--- src/rtl/addsub_accum_ctrl_if.sv ---
// rtl/addsub_accum_ctrl_if.sv - command/response bundle for the add/sub accumulator
interface addsub_accum_ctrl_if #(
   parameter int WIDTH = 8
);
   logic             in_valid;
   logic             in_ready;
   logic [1:0]       op;
   logic [WIDTH-1:0] operand;
   logic             out_valid;
   logic             out_ready;
   logic [WIDTH-1:0] acc;
   logic             cout;
   logic             ovf;
   logic             zero;
   logic [7:0]       op_cnt;

   modport master (
      output in_valid, op, operand, out_ready,
      input  in_ready, out_valid, acc, cout, ovf, zero, op_cnt
   );

   modport slave (
      input  in_valid, op, operand, out_ready,
      output in_ready, out_valid, acc, cout, ovf, zero, op_cnt
   );
endinterface

--- src/rtl/addsub_accum_ctrl.sv ---
// rtl/addsub_accum_ctrl.sv - three-state command FSM around an add/sub accumulator
module addsub_accum_ctrl #(
   parameter int WIDTH = 8
) (
   input  logic               clk,
   input  logic               rst_n,
   addsub_accum_ctrl_if.slave bus
);
   localparam int MSB = WIDTH - 1;

   localparam logic [1:0] IDLE = 2'd0;
   localparam logic [1:0] EXEC = 2'd1;
   localparam logic [1:0] RESP = 2'd2;

   localparam logic [1:0] OP_LOAD  = 2'b00;
   localparam logic [1:0] OP_ADD   = 2'b01;
   localparam logic [1:0] OP_SUB   = 2'b10;

   logic [1:0]       state_q, state_d;
   logic [1:0]       op_q;
   logic [WIDTH-1:0] operand_q;
   logic [WIDTH-1:0] acc_q, acc_d;
   logic             cout_q, cout_d;
   logic             ovf_q, ovf_d;
   logic             zero_q;
   logic [7:0]       cnt_q;
   logic [WIDTH:0]   sum;

   always_comb begin
      state_d = state_q;
      case (state_q)
         IDLE:    if (bus.in_valid) state_d = EXEC;
         EXEC:    state_d = RESP;
         RESP:    if (bus.out_ready) state_d = IDLE;
         default: state_d = IDLE;
      endcase
   end

   // Result uses only the captured command, never the live request inputs.
   always_comb begin
      sum    = '0;
      acc_d  = '0;
      cout_d = 1'b0;
      ovf_d  = 1'b0;
      case (op_q)
         OP_LOAD: acc_d = operand_q;
         OP_ADD: begin
            sum    = {1'b0, acc_q} + {1'b0, operand_q};
            acc_d  = sum[WIDTH-1:0];
            cout_d = sum[WIDTH];
            ovf_d  = (acc_q[MSB] == operand_q[MSB]) && (sum[MSB] != acc_q[MSB]);
         end
         OP_SUB: begin
            sum    = {1'b0, acc_q} + {1'b0, ~operand_q} + {{WIDTH{1'b0}}, 1'b1};
            acc_d  = sum[WIDTH-1:0];
            cout_d = ~sum[WIDTH];
            ovf_d  = (acc_q[MSB] != operand_q[MSB]) && (sum[MSB] != acc_q[MSB]);
         end
         default: acc_d = '0;
      endcase
   end

   always_ff @(posedge clk) begin
      if (!rst_n) begin
         state_q   <= IDLE;
         op_q      <= OP_LOAD;
         operand_q <= '0;
         acc_q     <= '0;
         cout_q    <= 1'b0;
         ovf_q     <= 1'b0;
         zero_q    <= 1'b1;
         cnt_q     <= 8'd0;
      end else begin
         state_q <= state_d;
         if (state_q == IDLE && bus.in_valid) begin
            op_q      <= bus.op;
            operand_q <= bus.operand;
         end
         if (state_q == EXEC) begin
            acc_q  <= acc_d;
            cout_q <= cout_d;
            ovf_q  <= ovf_d;
            zero_q <= (acc_d == '0);
            cnt_q  <= cnt_q + 8'd1;
         end
      end
   end

   assign bus.in_ready  = (state_q == IDLE);
   assign bus.out_valid = (state_q == RESP);
   assign bus.acc       = acc_q;
   assign bus.cout      = cout_q;
   assign bus.ovf       = ovf_q;
   assign bus.zero      = zero_q;
   assign bus.op_cnt    = cnt_q;
endmodule
--- src/flat_wrapper.sv ---
// flat-port wrapper written by rule: the top's interface ports become plain ports
module addsub_accum_ctrl_flat 
#(
   parameter int WIDTH = 8
)
  (clk, rst_n, bus_in_valid, bus_op, bus_operand, bus_out_ready, bus_in_ready, bus_out_valid, bus_acc, bus_cout, bus_ovf, bus_zero, bus_op_cnt);
  addsub_accum_ctrl_if #(.WIDTH(WIDTH)) bus_i ();
  input  logic clk;
  input  logic rst_n;
  input wire logic [$bits(bus_i.in_valid)-1:0] bus_in_valid;
  input wire logic [$bits(bus_i.op)-1:0] bus_op;
  input wire logic [$bits(bus_i.operand)-1:0] bus_operand;
  input wire logic [$bits(bus_i.out_ready)-1:0] bus_out_ready;
  output wire logic [$bits(bus_i.in_ready)-1:0] bus_in_ready;
  output wire logic [$bits(bus_i.out_valid)-1:0] bus_out_valid;
  output wire logic [$bits(bus_i.acc)-1:0] bus_acc;
  output wire logic [$bits(bus_i.cout)-1:0] bus_cout;
  output wire logic [$bits(bus_i.ovf)-1:0] bus_ovf;
  output wire logic [$bits(bus_i.zero)-1:0] bus_zero;
  output wire logic [$bits(bus_i.op_cnt)-1:0] bus_op_cnt;
  assign bus_i.in_valid = bus_in_valid;
  assign bus_i.op = bus_op;
  assign bus_i.operand = bus_operand;
  assign bus_i.out_ready = bus_out_ready;
  assign bus_in_ready = bus_i.in_ready;
  assign bus_out_valid = bus_i.out_valid;
  assign bus_acc = bus_i.acc;
  assign bus_cout = bus_i.cout;
  assign bus_ovf = bus_i.ovf;
  assign bus_zero = bus_i.zero;
  assign bus_op_cnt = bus_i.op_cnt;
  addsub_accum_ctrl #(.WIDTH(WIDTH)) u_core (.clk(clk), .rst_n(rst_n), .bus(bus_i));
endmodule
--- config.mk ---
export PLATFORM = sky130hd
export DESIGN_NAME = addsub_accum_ctrl_flat
export DESIGN_NICKNAME = d
export VERILOG_FILES = /design/src/rtl/addsub_accum_ctrl_if.sv /design/src/rtl/addsub_accum_ctrl.sv /design/src/flat_wrapper.sv
export SDC_FILE = /design/constraint.sdc
export NUM_CORES = 1
export LEC_CHECK = 0
export BUFFER_PORTS_ARGS = -buffer_cell sky130_fd_sc_hd__buf_2
export CAP_MARGIN = 10
export CORE_ASPECT_RATIO = 2
export CORE_MARGIN = 2
export CORE_UTILIZATION = 40
export DETAILED_ROUTE_END_ITERATION = 8
export SYNTH_ARGS = -nofsm -noshare
export SYNTH_HDL_FRONTEND = slang
export SYNTH_SLANG_ARGS = --single-unit
--- constraint.sdc ---
create_clock -name clk -period 3.1 [get_ports clk]
set_clock_uncertainty 0.15 [all_clocks]
set_input_delay 0.155 -clock clk [delete_from_list [all_inputs] [get_ports clk]]
set_output_delay 0.155 -clock clk [all_outputs]
set_load 0.02 [all_outputs]
# After elaboration in Yosys (flattened, before gate mapping)
# Cells that the tools add are included.
# classes
bitwise	2
reduce_logical	7
n_addsub	4
muxes	6
eq_ne	10
# op_table
operator	n
case mux 8 bit (3 select lines)	1
adder 8 x 8 -> 9 bit	2
adder 9 x 1 -> 9 bit, second input constant	1
adder 8 x 1 -> 8 bit, second input constant	1
zero test 8 bit	1
NOT 8 bit	1
case mux 2 bit (3 select lines)	1
equality test 2 x 1 -> 1 bit, second input constant	2
equality test 2 bit, second input constant	2
zero test 2 bit	2
2-to-1 mux 2 bit	2
!= test 2 bit, second input constant	2
case mux 1 bit (2 select lines)	2
logical AND 1 bit	3
!= test 1 bit	3
AND reduction 2 bit	1
equality test 1 bit	1
NOT 1 bit	1
# word_totals
reg_bits	31
output_inout_bits	21
in_bits	14
word_cells	37

# Longest topological paths before layout
# depth
ltp_word	6
mapped_depth	10
mapped_depth_nobuf	10

# Least setup slack after synthesis
# Ideal clock, no wire load.
# synth_path
kind	register -> register
startpoint	reg u_core.acc_q[0], in the netlist u_core.bus.acc[0]
endpoint	reg u_core.zero_q, in the netlist u_core.bus.zero
t_arrival_ns	2.098
required_ns	2.884
path_buffers	0
setup_ns	0.066
slack_ns	0.785
path_stages_with_launch	9
synth_period_minus_slack_ns	2.315
path_cell_list	dfxtp_1 -> ha_1 -> fa_1 -> xnor2_1 -> a222oi_1 -> and4_1 -> o221a_2 -> nand4_1 -> a2bb2oi_2
# synth_via
elab_chain_cells	4
elab_cells_between_ends	5
classes_between	3 x add/sub; 1 x mux; 1 x reduce/logical
# synth_lines
element	line_no	text
start, declared	addsub_accum_ctrl.sv:22	logic [WIDTH-1:0] acc_q, acc_d;
start signal, assigned	addsub_accum_ctrl.sv:68	acc_q <= '0;
start signal, assigned	addsub_accum_ctrl.sv:80	acc_q <= acc_d;
adder 8 x 8 -> 9 bit	addsub_accum_ctrl.sv:54	sum = {1'b0, acc_q} + {1'b0, ~operand_q} + {{WIDTH{1'b0}}, 1'b1};
adder 9 x 1 -> 9 bit	addsub_accum_ctrl.sv:54	
case mux 8 bit (3 select lines) *	addsub_accum_ctrl.sv:45	case (op_q)
zero test 8 bit *	addsub_accum_ctrl.sv:83	zero_q <= (acc_d == '0);
end signal, assigned	addsub_accum_ctrl.sv:83	
end, declared	addsub_accum_ctrl.sv:25	logic zero_q;
# Every way passes the cells marked *; elsewhere a longest branch is shown, timed or not.
# A chain may end at the register's enable or synchronous reset.

# Final worst setup path
# layout_path
startpoint	reg u_core.operand_q[3]
endpoint	reg u_core.zero_q, in the netlist u_core.bus.zero
# layout_via
elab_chain_cells	5
elab_cells_between_ends	6
classes_between	3 x add/sub; 1 x mux; 1 x bitwise; 1 x reduce/logical
# layout_lines
element	line_no	text
start, declared	addsub_accum_ctrl.sv:21	logic [WIDTH-1:0] operand_q;
start signal, assigned	addsub_accum_ctrl.sv:77	operand_q <= bus.operand;
NOT 8 bit	addsub_accum_ctrl.sv:54	
adder 8 x 8 -> 9 bit	addsub_accum_ctrl.sv:54	
adder 9 x 1 -> 9 bit	addsub_accum_ctrl.sv:54	
case mux 8 bit (3 select lines) *	addsub_accum_ctrl.sv:45	
zero test 8 bit *	addsub_accum_ctrl.sv:83	
# Marked as above.

==> metrics.md <==
| Metric | Value |
|---|---|
| Root Buffer | `clkbuf_16` |
| Total CTS buffers | `5` |
| Asr flop ratio synth | `0` |
| Synth Instances | `288` |
| Worst Path Required | `3.17 ns` |
| Hold wc startpoint | `bus_op[0]` |
| First-pass GRT wire length | `9.991 mm` |
| Worst hold path cell count | `3` |
| Setup TNS | `0 ns` |
| Placed instance area | `2521 um^2` |
| Gr usage total | `0.1994` |
| Initial Util | `0.4111` |
| Wire per inst | `16.14 um` |
| Drt total wl | `6.151 mm` |
| Post-synth top area cell | `dfxtp_1` |
| Setup CP Type | `flip-flop to flip-flop` |
| Max Cap Violations | `0` |
| PD cells | `423.8 nW/um^2` |
| Ys flop type | `dfxtp_1` |
| Syn_nets | `326` |
| Max Fclk | `392.0 MHz` |
| Vias | `2135` |
| Least-Margin Pin Slew | `0.8033 ns` |
| Iteration-0 DRC Markers | `70` |
| HP Class | `primary input to flip-flop` |
| Max-slew headroom | `0.4645` |
| Die height | `112.3 um` |
| RSZ-0062 raised after global routing | `no` |
| # setup viols final | `0` |
| Top-area cell type share of the netlist area | `0.2644` |
| RR Startpoint | `u_core.operand_q[3]` |
| Clock slew at reported path FFs | `0.05 ns` |
| Flop2flop setup slack | `0.55 ns` |
| Post-synth EDFFs | `0` |
| Core area | `5709 um^2` |
| Fillers | `584` |
| Post-CTS Setup Bufs | `0` |
| Count of different cell masters after synthesis | `58` |
| P_leak | `1.148 nW` |
| Final Wtd Congestion | `0.8174` |
| Synth Register Bits | `31` |
| Max FO, Critical Path | `11` |
| Overflow after GRT | `0` |
| Worst r2r dst | `u_core.bus.zero` |
| Critical path capture point type | `flip-flop` |
| Register area share after synthesis | `0.2644` |
| Finished Core Util | `0.4764` |
| Sink Count | `31` |
| Cell count after placement | `368` |
| I/O pin cnt | `35` |
| Slew Viols, Final | `0` |
| R2R cell count | `8` |
| Post-synthesis area per instance | `8.150 um^2` |
| Final hold violations | `0` |
| Die footprint | `6534 um^2` |
| Post-DP HPWL | `4.671 mm` |
| Synth warnings | `0` |
| Hold slack | `0.003805 ns` |
| VDD IR-drop max | `0.4543 mV` |
| Clk Latency, worst-skew pair | `0.28 ns` |
| Non-filler cells, final | `381` |
| Largest net degree at the start of global routing | `35` |
| Antenna diodes | `0` |
| Antenna violations before repair | `0` |
| ANT nets after route | `0` |
| Clock Path Buffers | `2` |
| Vias per inst | `5.604` |
| Final cycle utilization of the critical path | `0.8229` |
| Drt drc | `0` |
| CTS tree | `yes` |
| Fraction of layout cells with a size suffix above 1 | `0.1625` |
| Nets | `359` |
| H-tree levels | `2` |
| Design Area, Final | `2720 um^2` |
| Hold EP | `u_core.op_q[0]` |
| Worst EP arrival | `2.62 ns` |
| Area contributors post-synth | `dfxtp_1 26%, ha_1 12%, nand2_1 6.7%` |
| Area of the multi-input gates | `1568 um^2` |
| Vias in the first global route | `2142` |
| Area Growth Syn to Fin | `15.88%` |
| Reg area | `620.6 um^2` |
| Die Wd | `58.17 um` |
| DRT Pass-1 Iters | `4` |
| I/O Buffers | `34` |
| Fin crit period | `2.551 ns` |
| Post-CTS sizing | `0` |
| CP Launch Type | `flip-flop` |
| Status | `finished clean` |
| Cell area after synthesis | `2347 um^2` |
| Floorplan row count | `39` |
registers in the layout (all words and copies together), names as in the netlist:
register,flops
u_core.bus.op_cnt,8
u_core.operand_q,8
u_core.bus.cout,1
u_core.bus.zero,1
u_core.bus.acc,8
u_core.state_q,2
u_core.op_q,2
u_core.bus.ovf,1
worst max path at each step:
stage,end,from,slack [ns],depth (start not counted)
2_1_floorplan,u_core.bus.zero,u_core.bus.acc[0],0.79,8
3_3_place_gp,u_core.bus.zero,u_core.operand_q[3],0.57,8
3_5_place_dp,u_core.bus.zero,u_core.operand_q[3],0.57,8
4_1_cts,u_core.bus.zero,u_core.operand_q[3],0.55,8
5_1_grt,u_core.bus.zero,u_core.operand_q[3],0.30,8
6_report,u_core.bus.zero,u_core.operand_q[3],0.55,8
layout make-up:
| cell class | count | share of cell area |
|---|---|---|
| multi-input combinational | 221 | 0.5764 |
| sequential | 31 | 0.2282 |
| timing repair buffer | 43 | 0.09384 |
| inverter | 19 | 0.02622 |
| tap | 61 | 0.02806 |
| clock buffer | 6 | 0.04738 |
worst max-delay path, stage by stage (launching register included):
cell,delay [ns]
dfxtp_1,0.40
inv_1,0.07
ha_1,0.51
o21ai_0,0.15
a21oi_1,0.20
mux2_2,0.36
a211oi_1,0.33
nand4_1,0.17
a2bb2oi_2,0.16
per-stage QoR:
step | total power, mW | setup slack, ns
5_1_grt | 1.198 | 0.3005
3_5_place_dp | 0.7024 | 0.5666
6_report | 1.153 | 0.5490
2_1_floorplan | 0.6358 | 0.7855
3_3_place_gp | 0.7002 | 0.5670
4_1_cts | 1.162 | 0.5502
layer usage:
metal | global-route usage | share of wire | vias up
li1 | - | - | 1078
met1 | 0.2047 | 0.38 | 978
met2 | 0.3591 | 0.54 | 58
met3 | 0.02304 | 0.032 | 21
met4 | 0.1349 | 0.051 | 0
met5 | 0 | 0 | -
synth_stat cells, types with 2 or more instances:
cell      instances
a211o_1           2
a211oi_1          3
a21boi_0         14
a21o_1            2
a21oi_1          11
a221oi_1          2
a222oi_1          2
a31o_1            2
a32o_1            2
a32oi_1           3
and2_1           11
and3_1            2
buf_2             4
buf_6             2
clkbuf_1          9
dfxtp_1          31
fa_1              2
ha_1             22
inv_1            19
mux2i_1           4
nand2_1          42
nand2b_1          7
nand3_1           6
nand4_1           7
nor2_1           12
nor2b_1          10
nor3_1            5
o21ai_0           9
o221a_2           2
o31ai_1           3
or3_1             3
xnor2_1           6
xor2_1            2
cells in the final DEF (no fill, tap or decap), drive strengths merged, types with 2 or more instances in the layout:
cell type | Yosys | final
and3 | 2 | 2
nor2 | 12 | 12
a221oi | 3 | 3
o31ai | 3 | 3
fa | 2 | 2
or3 | 3 | 3
nor3 | 5 | 5
a211o | 3 | 3
xor2 | 2 | 2
xnor2 | 6 | 6
a32oi | 3 | 3
inv | 19 | 19
o21ai | 10 | 10
clkbuf | 9 | 6
a222oi | 2 | 2
mux2i | 4 | 4
a32o | 2 | 2
buf | 8 | 36
ha | 22 | 22
nor2b | 11 | 11
a21boi | 14 | 14
o221a | 2 | 2
dlygate4sd3 | 0 | 7
nand3 | 6 | 6
dfxtp | 31 | 31
a21oi | 11 | 11
a211oi | 4 | 4
nand2b | 7 | 7
a31o | 2 | 2
a21o | 2 | 2
nand2 | 42 | 42
nand4 | 7 | 7
a2111oi | 2 | 2
and2 | 12 | 12
timing repair:
action | CTS | global route
setup endpoints to repair | 0 | 0
hold endpoints to repair | 7 | 0
hold buffers | 7 | 0
logic make-up after synthesis:
family | share of synthesized area
AND/OR/NAND/NOR | 0.2431
AO/OA/AOI/OAI | 0.2388
buffers and inverters | 0.06770
flip-flops | 0.2644
adder cells (fa/ha/maj) | 0.1343
XOR/XNOR | 0.02985
multiplexers | 0.02186
power breakdown:
| part | internal, mW | leakage, nW | switching [mW] |
|---|---|---|---|
| combinational | 0.112 | 0.833 | 0.156 |
| sequential | 0.417 | 0.252 | 0.0184 |
| clock | 0.288 | 0.0628 | 0.163 |
| total | 0.816 | 1.15 | 0.337 |
(Power assumes the default switching activity.)
